--- src/rtl/pll_md_pkg.sv ---
// +----------------------------------------------------------------------------+
// | pll_md_pkg: shared MD-port opcodes, controller states and default timings   |
// | Revision: 1.0                                                               |
// +----------------------------------------------------------------------------+
`default_nettype none

package pll_md_pkg;

    localparam logic [1:0] MD_NOP = 2'b00;
    localparam logic [1:0] MD_WR  = 2'b01;
    localparam logic [1:0] MD_RD  = 2'b10;
    localparam logic [1:0] MD_CLR = 2'b11;

    typedef logic [2:0] state_t;

    localparam logic [2:0] ST_IDLE      = 3'd0;
    localparam logic [2:0] ST_ADDR_CLR  = 3'd1;
    localparam logic [2:0] ST_ADDR_STEP = 3'd2;
    localparam logic [2:0] ST_ACCESS    = 3'd3;
    localparam logic [2:0] ST_READ_WAIT = 3'd4;
    localparam logic [2:0] ST_PLL_RST   = 3'd5;
    localparam logic [2:0] ST_LOCK_WAIT = 3'd6;
    localparam logic [2:0] ST_RESP      = 3'd7;

    localparam int DEF_RD_LAT       = 2;
    localparam int DEF_RST_CYCLES   = 16;
    localparam int DEF_LOCK_TIMEOUT = 65535;

endpackage

`default_nettype wire

--- src/rtl/pll_md_ctrl_sync2.sv ---
// +----------------------------------------------------------------------------+
// | sync2: two-flop synchroniser for slow asynchronous level signals            |
// | Revision: 1.0                                                               |
// +----------------------------------------------------------------------------+
`default_nettype none

module sync2 #(
    parameter int WIDTH = 1
) (
    input  logic             clk,
    input  logic             resetn,
    input  logic [WIDTH-1:0] i_d,
    output logic [WIDTH-1:0] o_q
);

    logic [WIDTH-1:0] r_meta;
    logic [WIDTH-1:0] r_sync;

    always_ff @(posedge clk or negedge resetn) begin
        if (!resetn) begin
            r_meta <= '0;
            r_sync <= '0;
        end else begin
            r_meta <= i_d;
            r_sync <= r_meta;
        end
    end

    assign o_q = r_sync;

endmodule

`default_nettype wire

--- src/rtl/pll_md_ctrl.sv ---
// +----------------------------------------------------------------------------+
// | pll_md_ctrl: host-driven initiator for the PLL dynamic-reconfig (MD) port   |
// | Revision: 1.0                                                               |
// +----------------------------------------------------------------------------+
`default_nettype none

module pll_md_ctrl
    import pll_md_pkg::*;
#(
    parameter int ADDR_W          = 7,
    parameter int RD_LAT          = DEF_RD_LAT,
    parameter int RST_CYCLES      = DEF_RST_CYCLES,
    parameter int LOCK_TIMEOUT    = DEF_LOCK_TIMEOUT,
    parameter bit RELOCK_ON_WRITE = 1'b1
) (
    input  logic              clk,
    input  logic              resetn,
    input  logic              req_valid,
    output logic              req_ready,
    input  logic              req_write,
    input  logic [ADDR_W-1:0] req_addr,
    input  logic [7:0]        req_wdata,
    output logic              rsp_valid,
    output logic [7:0]        rsp_rdata,
    output logic              rsp_err,
    input  logic              pll_lock,
    output logic              pll_reset,
    output logic [1:0]        md_opc,
    output logic              md_ainc,
    output logic [7:0]        md_wdi,
    input  logic [7:0]        md_rdo
);

    localparam logic [15:0] c_rd_last  = 16'(RD_LAT - 1);
    localparam logic [15:0] c_rst_last = 16'(RST_CYCLES - 1);
    localparam logic [15:0] c_to_last  = 16'(LOCK_TIMEOUT - 1);

    state_t            r_state;
    state_t            w_state_nxt;
    logic              r_write;
    logic [ADDR_W-1:0] r_addr;
    logic [ADDR_W-1:0] r_cur_addr;
    logic              r_addr_known;
    logic [ADDR_W-1:0] r_steps;
    logic [ADDR_W-1:0] w_steps_nxt;
    logic [15:0]       r_cnt;
    logic [15:0]       w_cnt_nxt;
    logic              w_lock_s;
    logic              w_accept;
    logic              w_write_nxt;
    logic [1:0]        w_opc_nxt;

    logic              r_req_ready;
    logic              r_rsp_valid;
    logic [7:0]        r_rsp_rdata;
    logic              r_rsp_err;
    logic              r_pll_reset;
    logic [1:0]        r_md_opc;
    logic              r_md_ainc;
    logic [7:0]        r_md_wdi;

    sync2 #(.WIDTH(1)) u_lock_sync (
        .clk    (clk),
        .resetn (resetn),
        .i_d    (pll_lock),
        .o_q    (w_lock_s)
    );

    assign w_accept    = req_valid & r_req_ready;
    assign w_write_nxt = w_accept ? req_write : r_write;

    always_comb begin
        w_state_nxt = r_state;
        w_steps_nxt = r_steps;
        w_cnt_nxt   = r_cnt;
        case (r_state)
            ST_IDLE: begin
                if (w_accept) begin
                    // Forward-only stepping: a backward target needs a clear first.
                    if (r_addr_known && (req_addr >= r_cur_addr)) begin
                        w_steps_nxt = req_addr - r_cur_addr;
                        w_state_nxt = (w_steps_nxt == '0) ? ST_ACCESS : ST_ADDR_STEP;
                    end else begin
                        w_state_nxt = ST_ADDR_CLR;
                    end
                end
            end
            ST_ADDR_CLR: begin
                w_steps_nxt = r_addr;
                w_state_nxt = (r_addr == '0) ? ST_ACCESS : ST_ADDR_STEP;
            end
            ST_ADDR_STEP: begin
                w_steps_nxt = r_steps - 1'b1;
                if (r_steps == {{(ADDR_W-1){1'b0}}, 1'b1}) begin
                    w_state_nxt = ST_ACCESS;
                end
            end
            ST_ACCESS: begin
                w_cnt_nxt = '0;
                if (!r_write) begin
                    w_state_nxt = ST_READ_WAIT;
                end else if (RELOCK_ON_WRITE) begin
                    w_state_nxt = ST_PLL_RST;
                end else begin
                    w_state_nxt = ST_RESP;
                end
            end
            ST_READ_WAIT: begin
                if (r_cnt == c_rd_last) begin
                    w_state_nxt = ST_RESP;
                end else begin
                    w_cnt_nxt = r_cnt + 1'b1;
                end
            end
            ST_PLL_RST: begin
                if (r_cnt == c_rst_last) begin
                    w_cnt_nxt   = '0;
                    w_state_nxt = ST_LOCK_WAIT;
                end else begin
                    w_cnt_nxt = r_cnt + 1'b1;
                end
            end
            ST_LOCK_WAIT: begin
                // Lock is tested before the timeout so a simultaneous lock wins.
                if (w_lock_s || (r_cnt == c_to_last)) begin
                    w_state_nxt = ST_RESP;
                end else begin
                    w_cnt_nxt = r_cnt + 1'b1;
                end
            end
            ST_RESP: begin
                w_state_nxt = ST_IDLE;
            end
            default: begin
                w_state_nxt = ST_IDLE;
            end
        endcase

        w_opc_nxt = MD_NOP;
        case (w_state_nxt)
            ST_ADDR_CLR: w_opc_nxt = MD_CLR;
            ST_ACCESS:   w_opc_nxt = w_write_nxt ? MD_WR : MD_RD;
            default:     w_opc_nxt = MD_NOP;
        endcase
    end

    // Outputs are registered from the next state so they line up with the state.
    always_ff @(posedge clk or negedge resetn) begin
        if (!resetn) begin
            r_state      <= ST_IDLE;
            r_write      <= 1'b0;
            r_addr       <= '0;
            r_cur_addr   <= '0;
            r_addr_known <= 1'b0;
            r_steps      <= '0;
            r_cnt        <= '0;
            r_req_ready  <= 1'b0;
            r_rsp_valid  <= 1'b0;
            r_rsp_rdata  <= 8'h00;
            r_rsp_err    <= 1'b0;
            r_pll_reset  <= 1'b0;
            r_md_opc     <= MD_NOP;
            r_md_ainc    <= 1'b0;
            r_md_wdi     <= 8'h00;
        end else begin
            r_state <= w_state_nxt;
            r_steps <= w_steps_nxt;
            r_cnt   <= w_cnt_nxt;
            if (w_accept) begin
                r_write <= req_write;
                r_addr  <= req_addr;
                if (req_write) begin
                    r_md_wdi <= req_wdata;
                end
            end
            if (r_state == ST_ADDR_CLR) begin
                r_cur_addr   <= '0;
                r_addr_known <= 1'b1;
            end else if (r_state == ST_ADDR_STEP) begin
                r_cur_addr <= r_cur_addr + 1'b1;
            end
            if ((r_state == ST_READ_WAIT) && (r_cnt == c_rd_last)) begin
                r_rsp_rdata <= md_rdo;
            end
            if (w_state_nxt == ST_RESP) begin
                r_rsp_err <= (r_state == ST_LOCK_WAIT) && !w_lock_s;
            end
            r_req_ready <= (w_state_nxt == ST_IDLE);
            r_rsp_valid <= (w_state_nxt == ST_RESP);
            r_pll_reset <= (w_state_nxt == ST_PLL_RST);
            r_md_ainc   <= (w_state_nxt == ST_ADDR_STEP);
            r_md_opc    <= w_opc_nxt;
        end
    end

    assign req_ready = r_req_ready;
    assign rsp_valid = r_rsp_valid;
    assign rsp_rdata = r_rsp_rdata;
    assign rsp_err   = r_rsp_err;
    assign pll_reset = r_pll_reset;
    assign md_opc    = r_md_opc;
    assign md_ainc   = r_md_ainc;
    assign md_wdi    = r_md_wdi;

endmodule

`default_nettype wire

--- config.mk ---
export PLATFORM = sky130hd
export DESIGN_NAME = pll_md_ctrl
export DESIGN_NICKNAME = d
export VERILOG_FILES = /design/src/rtl/pll_md_pkg.sv /design/src/rtl/pll_md_ctrl_sync2.sv /design/src/rtl/pll_md_ctrl.sv
export SDC_FILE = /design/constraint.sdc
export NUM_CORES = 1
export LEC_CHECK = 0
export ABC_AREA = 1
export CORE_ASPECT_RATIO = 1.1
export CORE_MARGIN = 2
export CORE_UTILIZATION = 48
export CTS_CLUSTER_DIAMETER = 200
export DETAILED_ROUTE_END_ITERATION = 8
export MAX_ROUTING_LAYER = met4
export PLACE_DENSITY = 0.73
export SKIP_CTS_REPAIR_TIMING = 1
export SYNTH_ARGS = -nofsm -noshare
export SYNTH_HDL_FRONTEND = slang
export SYNTH_SLANG_ARGS = --single-unit
--- constraint.sdc ---
create_clock -name clk -period 5.8 [get_ports clk]
set_input_delay 0.87 -clock clk [delete_from_list [all_inputs] [get_ports clk]]
set_output_delay 0.87 -clock clk [all_outputs]
set_load 0.005 [all_outputs]
==> results of run 1 <==
-- metal layers --
layer  GRT usage  up-vias  share of wire
met5           -        -              0
met2      0.3933       93           0.51
met1      0.2721     1661           0.43
met4      0.1172        0          0.021
li1            -     1739              -
met3     0.03440       23          0.041
-- layout make-up --
type | instances | area, sq um
clock buffer | 9 | 123.9
clock inverter | 7 | 75.07
fill | 750 | 3211
inverter | 70 | 265.3
multi-input combinational | 358 | 1923
sequential | 67 | 1677
tap | 108 | 135.1
timing repair buffer | 51 | 503.0
-- kinds of logic after synthesis --
group	count (synthesis)	synth area share
buffers and inverters	81	0.08463
multiplexers	8	0.02291
XOR/XNOR	14	0.03118
adder cells (fa/ha/maj)	14	0.04645
flip-flops	67	0.4263
AO/OA/AOI/OAI	73	0.1072
AND/OR/NAND/NOR	249	0.2813
-- synth_stat cells (8+ instances only) --
cell type,n
sky130_fd_sc_hd__mux2_2,8
sky130_fd_sc_hd__xor2_1,9
sky130_fd_sc_hd__nand4_1,13
sky130_fd_sc_hd__dfrtp_1,67
sky130_fd_sc_hd__o21ai_0,32
sky130_fd_sc_hd__nand3_1,29
sky130_fd_sc_hd__nor2_1,38
sky130_fd_sc_hd__ha_1,13
sky130_fd_sc_hd__nand2_1,147
sky130_fd_sc_hd__inv_1,63
sky130_fd_sc_hd__a21oi_1,20
-- power by group through the flow --
| stage | combinational (W) | sequential, W | clock (W) |
|---|---|---|---|
| after global placement | 0.000934 | 0.000749 | 0 |
| after global routing | 0.00108 | 0.000771 | 0.000432 |
| final | 0.000966 | 0.000745 | 0.000406 |
| after CTS | 0.000964 | 0.000746 | 0.000410 |
| after detailed placement | 0.000955 | 0.000754 | 0 |
| after floorplan | 0.000655 | 0.000723 | 0 |
-- registers in the layout, summed over array words and instances, names as in the netlist, 2 cells and up --
register and count:
md_opc 2, md_wdi 8, r_addr 7, r_cnt 16
r_cur_addr 7, r_state 3, r_steps 7, rsp_rdata 8
-- how the worst max path moves through the flow --
stage,end,slack [ps],cells after the start
after CTS,r_steps[2],3090,11
after global routing,r_steps[2],2770,11
after floorplan,md_ainc,3430,12
final,r_steps[2],3060,11
after global placement,md_ainc,2820,13
after detailed placement,r_steps[2],2720,11
-- stage by stage --
step | utilization | hold slack [ps] | cell area (sq um) | std cells
floorplan | - | 331.2 | 3933 | 506
global placement | 0.5691 | 334.1 | 4503 | 654
detailed placement | 0.5691 | 341.8 | 4503 | 654
CTS | 0.5942 | 360.0 | 4702 | 670
global route | 0.5942 | 369.1 | 4702 | 670
finish | 0.5942 | 354.4 | 4702 | 670
==> summary by stage, run 1 <==
STA
The count of final hold-check violations came to 0. The number of pins with negative max-slew slack in the final report was 0. The ratio of final minimum period to clock period is 0.4722. Setup repair after global routing left no endpoint under its margin. For the pin with the worst max-slew slack, the measured transition is 860.0 ps.

The worst slew slack as a fraction of its limit is 0.4266. Setup violations remaining at the end of the flow were counted as 0. The final clock skew is 8.043 ps. The post-route setup TNS is 0 ps. The minimum clock period after layout is 2739 ps. The worst-case setup margin in the final layout is 3061 ps. For this run, the top clock speed supported by timing is 0.3651 GHz.

CTS
The clock tree root driver cell is sky130_fd_sc_hd__clkbuf_8. Clock-pin slew was measured on the worst setup and hold paths at 80 ps. The level count of the clock H-tree is 3. TritonCTS built the clock tree. TritonCTS created 9 clock buffers. The longest clock path from root to sink contains 2 buffers.

The later pin in the worst-skew pair is clocked with a latency of 360 ps. The clock sink count is 67.

Detailed routing
After detailed routing, the number of vias per cell comes to 5.248. The number of design-rule violations left by the first detailed-router iteration is 179. The wire length reported by the detailed router is 9446 microns.

The routed layout has 3516 vias. Before antenna repair, the detailed router went through 5 iterations. The remaining design rule violation count is 0. The remaining antenna violation count is 0. The average routed wire per standard cell is 14.10 microns.

Power and ir drop
In this run the power spent charging and discharging nets is 0.0008936 W. After layout, the design draws a total of 0.002117 W. The internal portion of total power is 0.001223 W. The share of total power dissipated in sequential elements is 0.352. Of the total power, the share spent switching nets is 0.4222. The combinational power share is 0.456. The ratio of total power to cell area is 450.2 nW/um^2. In this run the static leakage power is 2.246 nW. The share of total power dissipated in the clock network is 0.192. Across the VDD grid, the largest voltage drop is 203.1 uV.

Cells and area
The library cell used most frequently in the layout, excluding fill and tap cells, is sky130_fd_sc_hd__nand2_1. Compared with the post-synthesis result, the final layout area differs by 19.57%. The count of inserted antenna diode cells is 0. For this run, the post-layout net count is 599. In the layout the commonest cells are sky130_fd_sc_hd__nand2_1, sky130_fd_sc_hd__dfrtp_1, sky130_fd_sc_hd__inv_1. The fraction of layout instances using a drive strength above 1 is 0.09786.

Global route
The number of global-route vias before repair is 3517. The first global-routing pass estimated 16150 microns of wire. Entering global routing, the biggest net connects 68 pins. For this run, the total global-route usage over all layers was measured as 0.2327. The total global routing overflow is 0. The initial antenna violation count is 0.

Logic synthesis
The number of flops mapped to enable cells by yosys is 0. The count of yosys warnings during synthesis is 0. The number of nets in the synthesized netlist is 548. Of the synthesized area, sequential elements account for 0.4263.

The flip-flop and latch count after synthesis is 67. The post-synthesis instance area is 3933 sq um. The average footprint of a synthesized cell is 7.772 sq um. By area the synthesized netlist is led by sky130_fd_sc_hd__dfrtp_1, sky130_fd_sc_hd__nand2_1, sky130_fd_sc_hd__inv_1.

The count of unique library cells instantiated by Yosys is 39. In the synthesized netlist the dominant register cell turns out to be sky130_fd_sc_hd__dfrtp_1. The cell count after synthesis is 506. The biggest area contributor in the post-synthesis netlist is sky130_fd_sc_hd__dfrtp_1. The async set-or-reset flop fraction in the synthesized netlist is 1.000.

The top cell type's share of synthesized area is 0.4263.

Worst setup path
The slack of the worst reg-to-reg path is 3500 ps. Data on the critical path arrives at its endpoint at 2980 ps. Data on the critical path is required at its endpoint by 6040 ps. The biggest cell delay along the critical path is 440 ps. Walking the worst path, the cells encountered are clkdlybuf4s50_1 -> ha_1 -> nand3_1 -> nand2_1 -> nand2_1 -> nand3_1 -> nand2_1 -> a21oi_2 -> inv_1 -> nand2_1 -> o21ai_0.

For this design, the slowest cell found on the critical path is sky130_fd_sc_hd__a21oi_2. The most common cell type on the critical path is sky130_fd_sc_hd__nand2_1. STA classifies the critical path endpoint as a register. The worst setup path is launched from a primary input. In this run the worst path has a maximum fanout of 13. In this run the worst setup path begins at req_addr[2]. Counting cells, the worst reg-to-reg path comes to 11. The number of buffers and inverters on the critical path is 2. The reg-to-reg critical path startpoint is r_cur_addr[2]. The critical path class is in2reg. The worst register-to-register path ends at r_steps[2]. The cell family with the largest share of critical-path delay is buffers and inverters.

Floorplanning
The area of the die is 8933 sq um. In this run the count of I/O pins placed on the die edge is 51. The site row count is 34.

The standard cell core area is 7913 sq um. The die width is 90.30 microns. The initial utilization of the core area, before any placement, comes to 0.4970. The vertical extent of the die is 98.93 microns.

Outcome
The run finished with clean final reports.

Worst hold path
The path with the worst hold slack has its endpoint at u_lock_sync.o_q. The path class of the lowest-slack min-delay path is reg2reg. In this run the most critical hold path is launched from u_lock_sync.r_meta. The worst hold path was traced through 0 stages.

Placement
The placer's final routability congestion estimate is 0.9817. Before CTS, the worst setup slack after placement is 2718 ps. Detailed placement ended at an HPWL of 6830 microns. The count of buffers added on input and output ports is 50.

Job
The max-cap violation count is 0.
Note: power is estimated with default switching activity, not from simulation.
==> run 2, diff against run 1 <==
==> constraint.sdc (replaced) <==
create_clock -name clk -period 2.8 [get_ports clk]
set_input_delay 0.42 -clock clk [delete_from_list [all_inputs] [get_ports clk]]
set_output_delay 0.42 -clock clk [all_outputs]
set_load 0.005 [all_outputs]
==> summary by stage, run 2 (same netlist as run 1, synthesis figures left out) <==
Outcome
The flow ran to the end, and the final reports show no timing, DRC or antenna violations.

Power and ir drop
The share of total power dissipated in the clock network is 0.170. Cell internal power was estimated by the tool at 0.002467 W. The combinational power share is 0.467. In this run the static leakage power is 2.247 nW. The ratio of total power to cell area is 908.1 nW/um^2. Total power for the finished layout comes to 0.004280 W. IR analysis of the VDD net gives a maximum drop of 513.7 uV. The power spent charging and discharging nets is 0.001814 W.

Of the total power, the share spent switching nets is 0.4237. The portion of total power attributed to sequential cells is 0.362.

Worst hold path
The path class of the lowest-slack min-delay path is in2async.

Worst setup path
The worst setup path is captured at a register. Across all register-to-register paths, the minimum setup slack is 660 ps. The worst setup path is of the in2reg kind. Traced cell by cell, the critical path runs through clkdlybuf4s50_1 -> inv_1 -> ha_1 -> fa_1 -> nand4_1 -> nor2_1 -> nand3_1 -> nor2_1 -> nand3_1 -> nand3_1 -> nand2_1 -> inv_2 -> nor2_1. Among all stages on the critical path, the largest delay is contributed by sky130_fd_sc_hd__fa_1. The required time at the worst-slack endpoint is 3040 ps. The launch point of the worst path is req_addr[0].

The worst reg-to-reg path cell count is 9. Grouping stages by cell kind, the critical path spends the most delay in simple AND/OR/NAND/NOR gates. Counting both buffers and inverters, the worst setup path holds a total of 3. The worst register-to-register path begins at r_state[2]. STA puts the critical path data arrival time at 2470 ps. The largest single stage delay on the critical path is 510 ps.

Of all nets on the critical path, the largest fanout is 3. The endpoint of the worst register-to-register path is r_cnt[0]. The startpoint type of the worst setup path is a primary input.

Detailed routing
Summed over all layers, the routed wires come to 8940 microns. The number of vias in the routed layout is 3470. In this run the remaining antenna-violating nets after routing total 0. The via count normalized by instance count is 5.156. The detailed router finished its first iteration with 174 violations. After detailed routing, the number of remaining DRC violations is 0. The first-pass iteration count of the detailed router is 4. The average routed wire per standard cell is 13.28 microns.

STA
The worst-case setup margin in the final layout is 564.4 ps. Setup repair after global routing left no endpoint under its margin. The post-route setup TNS is 0 ps. The final clock skew is 9.279 ps.

Setup violations remaining at the end of the flow were counted as 0. The count of final hold-check violations came to 0. The worst slew slack as a fraction of its limit is 0.4689. The transition time at the pin with the least slew margin is 796.6 ps. The number of pins with negative max-slew slack in the final report came to 0. For the finished layout, the period the worst path requires is 2236 ps. Of the available clock period, the critical path in the final layout requires 0.7984. The maximum achievable frequency is 0.4473 GHz.

Cells and area
The fraction of layout instances using a drive strength above 1 is 0.1027. The repair_antennas step left the layout with diodes totalling 0. More flip-flops sit in one register than any other, and that register is r_cnt.

The register with the most flip-flops in the layout has 16 of them. Leaving out fill and tap cells, the most frequent cells in the layout are sky130_fd_sc_hd__nand2_1, sky130_fd_sc_hd__dfrtp_1, sky130_fd_sc_hd__inv_1. The net count of the finished layout is 602. From synthesis to final layout, the design area changed by 19.85%. The most frequent standard cell in the layout excluding fill and tap cells is sky130_fd_sc_hd__nand2_1.

Floorplanning
The effective utilization at floorplan is 0.4970. The number of top-level pins is 51. The vertical extent of the die is 98.93 microns. The standard cell core area is 7913 sq um. In this run the horizontal extent of the chip is 90.30 microns. The area of the die is 8933 sq um. In this run the core area contains 34 standard-cell rows.

Placement
Routability-driven placement finished with a final weighted congestion of 0.9027. Before CTS, the worst setup slack after placement is 215.2 ps. Detailed placement finished with a half-perimeter wire length of 6747 microns. The number of buffer cells added on primary ports is 50.

Global route
The met1 routing resource usage after global routing is 0.2395. The total global routing overflow is 0. The initial antenna violation count is 0. The busiest layer in global routing is met2. The met3 usage is 0.02829. The routing usage on met2 is 0.3783. In the global route stage, overall resource usage came out at 0.2167. The pin count of the biggest net entering global routing is 36.

The number of global-route vias before repair is 3524. The first global-routing pass estimated 15190 microns of wire.

Job
The tool flagged a number of max-cap violations equal to 0.

CTS
For the worst-skew pair, the clock arrives at the later sink with an insertion delay of 350 ps. No sink is reached through more buffers than the 2 on the longest clock path. The post-CTS clock slew at the launch and capture registers of the worst setup and hold paths is 80 ps.

The number of buffers created by CTS is 9. The clock tree root driver cell is sky130_fd_sc_hd__clkbuf_8. CTS saw 67 sinks. The H-tree generated during clock tree synthesis spans 3 levels. The TritonCTS clock tree is built.
==> run 2: cell count changes in the layout (fill, tap and decap cells not counted), sizes merged <==
cell      previous run  this run
clkinv               4         3
bufinv               1         0
clkinvlp             0         2
buf                  2         5
==> run 2: through the flow <==
| step | area [sq um] | hold WS (ps) | instances | util |
|---|---|---|---|---|
| after global placement | 4538 | 334.4 | 657 | 0.5735 |
| after global routing | 4713 | 222.8 | 673 | 0.5957 |
| final | 4713 | 157.7 | 673 | 0.5957 |
| after detailed placement | 4538 | 343.4 | 657 | 0.5735 |
| after CTS | 4713 | 164.3 | 673 | 0.5957 |
| after floorplan | 3933 | 124.4 | 506 | - |
==> run 2: worst max path at each step <==
stage          endpoint  cells past startpoint  slack (ps)
6_report        md_ainc                     13         560
3_5_place_dp    md_ainc                     13         220
5_1_grt        r_cnt[0]                      9         450
3_3_place_gp    md_ainc                     13         230
2_1_floorplan   md_ainc                     12         880
4_1_cts         md_ainc                     13         570
==> run 2: routing by layer <==
| metal | up-vias | wire length (microns) |
|---|---|---|
| li1 | 1743 | - |
| met1 | 1649 | 3841 |
| met2 | 63 | 4707 |
| met3 | 15 | 275 |
| met4 | 0 | 115 |
| met5 | - | 0 |
==> run 2: cell type report <==
type	instances	area [sq um]
Fill cell	711	3199
Clock inverter	7	51.30
Inverter	70	265.3
Tap cell	108	135.1
Multi-Input combinational cell	358	1923
Clock buffer	9	123.9
Sequential cell	67	1677
Timing Repair Buffer	54	538.0
==> run 2: power by group through the flow <==
stage	registers, W	clock network (W)	logic, W
floorplan	0.00150	0	0.00136
global placement	0.00155	0	0.00195
detailed placement	0.00157	0	0.00200
CTS	0.00155	0.000752	0.00201
global route	0.00160	0.000797	0.00225
finish	0.00155	0.000728	0.00200
